File: config.mk
export PLATFORM = sky130hd
export DESIGN_NAME = pb_conditioner
export DESIGN_NICKNAME = d
export VERILOG_FILES = /design/src/rtl/pb_pkg.sv /design/src/rtl/pb_channel.sv /design/src/rtl/pb_conditioner.sv
export SDC_FILE = /design/constraint.sdc
export NUM_CORES = 1
export LEC_CHECK = 0
export BUFFER_PORTS_ARGS = -buffer_cell sky130_fd_sc_hd__buf_2
export CORE_MARGIN = 2
export CORE_UTILIZATION = 60
export CTS_CLUSTER_SIZE = 8
export DETAILED_ROUTE_END_ITERATION = 10
export PLACE_DENSITY = 0.86
export SKIP_CTS_REPAIR_TIMING = 1
export SYNTH_ARGS = -nofsm -noshare
export SYNTH_HDL_FRONTEND = slang
export SYNTH_SLANG_ARGS = --single-unit
File: constraint.sdc
create_clock -name clk -period 2.6 [get_ports clk]
set_input_delay 0.52 -clock clk [delete_from_list [all_inputs] [get_ports clk]]
set_output_delay 0.52 -clock clk [all_outputs]
set_load 0.005 [all_outputs]
File: src/rtl/pb_pkg.sv
// Shared definitions for the push-button conditioner: default channel count,
// channel index names and the auto-repeat state encoding.
package pb_pkg;

  localparam int NUM_PB_DEFAULT = 5;

  // Channel indices for the standard five-way button pad
  localparam int PB_UP     = 0;
  localparam int PB_DOWN   = 1;
  localparam int PB_LEFT   = 2;
  localparam int PB_RIGHT  = 3;
  localparam int PB_CENTER = 4;

  // Per-channel auto-repeat state
  typedef enum logic [1:0] {
    RPT_IDLE       = 2'd0,
    RPT_HOLD_DELAY = 2'd1,
    RPT_REPEAT     = 2'd2
  } rpt_state_e;

  // Larger of two integers, used to size shared timers
  function automatic int max_int(input int a, input int b);
    return (a > b) ? a : b;
  endfunction

endpackage

File: src/rtl/pb_channel.sv
// One push-button channel: synchronizer, debounce counter, press/release edge
// pulses and, when PB_AUTOREPEAT_EN is defined, an auto-repeat FSM that
// re-issues press pulses while the button stays held.
module pb_channel
  import pb_pkg::*;
#(
  parameter int SYNC_STAGES     = 2,
  parameter int DEBOUNCE_CYCLES = 1000000,
  parameter int REPEAT_DELAY    = 50000000,
  parameter int REPEAT_PERIOD   = 10000000
) (
  input  logic clk,
  input  logic rst,
  input  logic pb_in,
  output logic pb_level,
  output logic pb_press,
  output logic pb_release
);

  localparam int CNT_W = $clog2(DEBOUNCE_CYCLES + 1);
  // Counter value on which the next increment would reach DEBOUNCE_CYCLES
  localparam logic [CNT_W-1:0] CNT_LAST = CNT_W'(DEBOUNCE_CYCLES - 1);

  logic [SYNC_STAGES-1:0] sync_reg;
  logic                   synced;
  logic [CNT_W-1:0]       cnt_reg, cnt_next;
  logic                   level_reg, level_next;
  logic                   press_reg, press_next;
  logic                   release_reg;
  logic                   rise, fall;

  // Synchronizer chain: the only place the raw button level is sampled
  always_ff @(posedge clk) begin
    if (rst) sync_reg <= '0;
    else     sync_reg <= {sync_reg[SYNC_STAGES-2:0], pb_in};
  end

  assign synced = sync_reg[SYNC_STAGES-1];

  // Debounce: count consecutive cycles of disagreement, accept new level on the last one
  always_comb begin
    level_next = level_reg;
    cnt_next   = '0;
    if (synced != level_reg) begin
      if (cnt_reg == CNT_LAST) begin
        level_next = synced;
        cnt_next   = '0;
      end else begin
        cnt_next = cnt_reg + CNT_W'(1);
      end
    end
  end

  assign rise = level_next & ~level_reg;
  assign fall = ~level_next & level_reg;

`ifdef PB_AUTOREPEAT_EN
  localparam int TMR_W = $clog2(max_int(REPEAT_DELAY, REPEAT_PERIOD) + 1);
  // Timers count down to zero, so they are loaded one short of the interval
  localparam logic [TMR_W-1:0] DELAY_LOAD  = TMR_W'(REPEAT_DELAY - 1);
  localparam logic [TMR_W-1:0] PERIOD_LOAD = TMR_W'(REPEAT_PERIOD - 1);

  rpt_state_e       state_reg, state_next;
  logic [TMR_W-1:0] tmr_reg, tmr_next;
  logic             rpt_pulse;

  // Repeat FSM state and timer registers
  always_ff @(posedge clk) begin
    if (rst) begin
      state_reg <= RPT_IDLE;
      tmr_reg   <= '0;
    end else begin
      state_reg <= state_next;
      tmr_reg   <= tmr_next;
    end
  end

  // Repeat FSM next state; a falling level always wins and suppresses any pulse
  always_comb begin
    state_next = state_reg;
    tmr_next   = tmr_reg;
    rpt_pulse  = 1'b0;
    if (fall) begin
      state_next = RPT_IDLE;
      tmr_next   = '0;
    end else begin
      case (state_reg)
        RPT_IDLE: begin
          if (rise) begin
            state_next = RPT_HOLD_DELAY;
            tmr_next   = DELAY_LOAD;
          end
        end
        RPT_HOLD_DELAY, RPT_REPEAT: begin
          if (tmr_reg == '0) begin
            state_next = RPT_REPEAT;
            tmr_next   = PERIOD_LOAD;
            rpt_pulse  = 1'b1;
          end else begin
            tmr_next = tmr_reg - TMR_W'(1);
          end
        end
        default: begin
          state_next = RPT_IDLE;
          tmr_next   = '0;
        end
      endcase
    end
  end

  assign press_next = rise | rpt_pulse;
`else
  // Repeat timing is only meaningful when the repeat feature is built in
  localparam int unused_rpt_cfg = REPEAT_DELAY + REPEAT_PERIOD;

  assign press_next = rise;
`endif

  // Debounce state and registered edge pulses
  always_ff @(posedge clk) begin
    if (rst) begin
      cnt_reg     <= '0;
      level_reg   <= 1'b0;
      press_reg   <= 1'b0;
      release_reg <= 1'b0;
    end else begin
      cnt_reg     <= cnt_next;
      level_reg   <= level_next;
      press_reg   <= press_next;
      release_reg <= fall;
    end
  end

  assign pb_level   = level_reg;
  assign pb_press   = press_reg;
  assign pb_release = release_reg;

endmodule

File: src/rtl/pb_conditioner.sv
// Push-button conditioner top: NUM_PB independent pb_channel instances plus
// the combined press indicator. Auto-repeat is built in only when macro
// PB_AUTOREPEAT_EN is defined.
module pb_conditioner
  import pb_pkg::*;
#(
  parameter int NUM_PB          = NUM_PB_DEFAULT,
  parameter int SYNC_STAGES     = 2,
  parameter int DEBOUNCE_CYCLES = 1000000,
  parameter int REPEAT_DELAY    = 50000000,
  parameter int REPEAT_PERIOD   = 10000000
) (
  input  logic              clk,
  input  logic              rst,
  input  logic [NUM_PB-1:0] pb_in,
  output logic [NUM_PB-1:0] pb_level,
  output logic [NUM_PB-1:0] pb_press,
  output logic [NUM_PB-1:0] pb_release,
  output logic              pb_any
);

  generate
    for (genvar gi = 0; gi < NUM_PB; gi++) begin : g_ch
      pb_channel #(
        .SYNC_STAGES    (SYNC_STAGES),
        .DEBOUNCE_CYCLES(DEBOUNCE_CYCLES),
        .REPEAT_DELAY   (REPEAT_DELAY),
        .REPEAT_PERIOD  (REPEAT_PERIOD)
      ) u_ch (
        .clk       (clk),
        .rst       (rst),
        .pb_in     (pb_in[gi]),
        .pb_level  (pb_level[gi]),
        .pb_press  (pb_press[gi]),
        .pb_release(pb_release[gi])
      );
    end
  endgenerate

  // Any press pulse this cycle, aligned with the registered pulses
  always_comb begin
    pb_any = |pb_press;
  end

endmodule

==> qor.yml <==
sta:
  slew_headroom: 0.6011
  slew_viol_final: 0
  fin_crit_ns: 2.219
  worst_pin_slew_ns: 0.5962
  rsz0062_at_grt: "no"
  min_period_over_period: 0.8533
  finalHoldViolations: 0
  setup_tns_ns: 0
  finClkSkew_ns: 0.007570
  finalSetupViolCount: 0
  fmax_ghz: 0.4507
job:
  cap_violations: 0
power:
  power.switching_uw: 890.8
  pwr-share-comb: 0.010
  seqPwrFrac: 0.452
  p_int_uw: 3386
  power.share.switching: 0.2083
  power_density_nw_per_um2: 687.0
  ir_drop_mv: 0.4791
  p_leak_uw: 0.002029
  power.share.clock: 0.539
clocking:
  clockRootBuffer: "clkbuf_8"
  cts_tree: "done"
  cts_max_level: 4
  clk_latency_ns: 0.52
  cts_buffers: 17
  clk_pin_slew_worst_paths_ns: 0.06
  cts_buffer_depth: 2
  cts_sinks: 125
synth:
  synth_xor_xnor_area_share: 0.09953
  syn-cell-area_um2: 5544
  synth_compound_area_frac: 0.07696
  syn_area_per_cell_um2: 8.942
  synth_fa_ha_area_frac: 0.01128
  synth_top_family_by_area: "simple AND/OR/NAND/NOR gates"
  synth_seq_cells: 125
  synthCells: 620
  syn-num-nets: 632
  ys_seq_area_frac: 0.4514
  ys_types: 42
  synth_simple_gate_area_frac: 0.3211
  synth_mux_area_frac: 0
  yosysWarnings: 0
cells_and_area:
  drive_above_1_share: 0.1314
  post-route-cell-area_um2: 6226
  nets: 646
  largest_reg_flops: 100
  syn_to_final_growth_pct: 12.30
  antenna_cells: 0
grt:
  grt_pass1_wl_mm: 19.10
  grt_pass1_vias: 4370
  grt_start_max_net_pins: 25
  antenna_found_initial: 0
  gr-usage-all-layers: 0.2362
  gr-total-overflow: 0
setup_path:
  critPathMaxFanout: 18
  cp_slowest_cell: "or4_4"
  start_kind: "flop"
  slowest_delay_ns: 0.56
  path_buf_inv: 0
  required_ns: 2.98
  worstSetupEndpointType: "flop"
  cp_cell_sequence: "or4b_1 > or4_4 > o21ai_4 > nor2_1"
  arrival_ns: 2.60
  crit_family: "simple AND/OR/NAND/NOR gates"
  critical_path_class: "reg -> reg"
placement:
  port_buffers: 22
  hpwlAfterDp_mm: 7.652
  globalplace.congestion: 0.8369
  placed_cell_area_um2: 5637
floorplanning:
  start_util: 0.6087
  core_area_um2: 9109
  rows: 35
  die_x_um: 100.1
  die_h_um: 100.1
  dieArea_um2: 10030
  io_pins: 23
routing:
  wl_met3_um: 566
  drt-met1-wl_mm: 5.055
  viasPerCell: 6.022
  drtIter0Drc: 197
  routed-wl-met2_mm: 5.567
  ant_nets: 0
  top_layer: "met4"
  finalWirelength_mm: 11.40
  vias: 4565
  drc: 0
  drt_pass1_iterations: 5
  wl_per_cell_um: 15.04
run_status:
  outcome: "complete, no violations"
min_path:
  worstHoldPathType: "in -> reg"
area by class of cell:
| cell class | instances | area, um2 |
|---|---|---|
| Clock inverter | 12 | 133.9 |
| Sequential cell | 125 | 2502 |
| Inverter | 5 | 18.77 |
| Clock buffer | 20 | 455.4 |
| Fill cell | 689 | 2883 |
| Multi-Input combinational cell | 457 | 2821 |
| Tap cell | 111 | 138.9 |
| Timing Repair Buffer | 28 | 155.1 |
cell families after synthesis:
logic type,Yosys count
AOI/OAI and AO/OA,74
and+or+nand+nor,315
buffers and inverters,38
adders and majority gates,5
xor gates and xnor gates,63
DFF,125
path summary, 6_finish.rpt:
path                                               start                  endpoint  slack [ns]  depth (start not counted)
worst max-delay path             g_ch[4].u_ch.cnt_reg[9]   g_ch[4].u_ch.cnt_reg[3]        0.38                          4
worst min-delay path                            pb_in[4]  g_ch[4].u_ch.sync_reg[0]        0.21                          2
worst max register to register   g_ch[4].u_ch.cnt_reg[9]   g_ch[4].u_ch.cnt_reg[3]        0.38                          4
worst min register to register  g_ch[4].u_ch.sync_reg[0]  g_ch[4].u_ch.sync_reg[1]        0.44                          1
Yosys cell counts (all sizes together):
| master | count | area share |
|---|---|---|
| dfxtp | 125 | 0.45 |
| nor2 | 75 | 0.055 |
| nand3 | 40 | 0.036 |
| xor2 | 40 | 0.063 |
| a21oi | 37 | 0.033 |
| nand4 | 32 | 0.036 |
| nand2 | 30 | 0.020 |
| o21ai | 24 | 0.026 |
| xnor2 | 23 | 0.036 |
| buf | 20 | 0.028 |
| and3 | 17 | 0.019 |
| and4 | 17 | 0.027 |
| nor3 | 17 | 0.015 |
| or3 | 16 | 0.018 |
| or4 | 16 | 0.023 |
| clkbuf | 13 | 0.0088 |
| nand2b | 12 | 0.014 |
| o31ai | 12 | 0.016 |
| nor2b | 11 | 0.012 |
| and2 | 8 | 0.0090 |
| ha | 5 | 0.011 |
| inv | 5 | 0.0034 |
| nor4 | 5 | 0.0056 |
| nor4b | 4 | 0.0063 |
| or2 | 4 | 0.0045 |
| or3b | 3 | 0.0047 |
| or4b | 3 | 0.0061 |
| nor3b | 2 | 0.0027 |
| nor4bb | 2 | 0.0036 |
| a31o | 1 | 0.0016 |
| nand4bb | 1 | 0.0020 |
stage by stage:
stage	setup WS [ns]	std cells	total power (uW)	util	hold slack, ns
4_1_cts	0.3902	758	4303	0.6835	0.1994
6_report	0.3814	758	4277	0.6835	0.2106
2_1_floorplan	0.6434	620	1999	-	0.4129
3_5_place_dp	0.4024	726	2013	0.6188	0.4262
3_3_place_gp	0.4649	726	2012	0.6188	0.4197
5_1_grt	0.2888	758	4394	0.6835	0.2092
layout by cell type, fill, tap and decap left out, drive strengths merged, types with 3 or more instances in the layout:
| master | synthesis | final |
|---|---|---|
| dfxtp | 125 | 125 |
| nor2 | 75 | 75 |
| nand3 | 40 | 40 |
| xor2 | 40 | 40 |
| a21oi | 37 | 37 |
| nand4 | 32 | 32 |
| nand2 | 30 | 30 |
| buf | 20 | 28 |
| o21ai | 24 | 24 |
| xnor2 | 23 | 23 |
| clkbuf | 13 | 20 |
| nor3 | 17 | 17 |
| and4 | 17 | 17 |
| and3 | 17 | 17 |
| or3 | 16 | 16 |
| or4 | 16 | 16 |
| nand2b | 12 | 12 |
| o31ai | 12 | 12 |
| nor2b | 11 | 11 |
| and2 | 8 | 8 |
| inv | 5 | 8 |
| nor4 | 5 | 5 |
| ha | 5 | 5 |
| clkinv | 0 | 5 |
| or2 | 4 | 4 |
| nor4b | 4 | 4 |
| or3b | 3 | 3 |
| or4b | 3 | 3 |
metal layers:
metal	vias to the layer above	global-route usage
met5	-	0
met4	0	0.07692
met3	28	0.07382
met2	137	0.4001
met1	2160	0.2863
li1	2240	-
power groups by stage:
stage                     registers (uW)  clock network [uW]  logic [uW]
after floorplan                     1970                   0        28.6
after global placement              1970                   0        39.3
after detailed placement            1970                   0        40.7
after CTS                           1930                2330        41.0
after global routing                1930                2420        45.6
final                               1930                2300        40.9
Note: power is estimated with default switching activity, not from simulation.
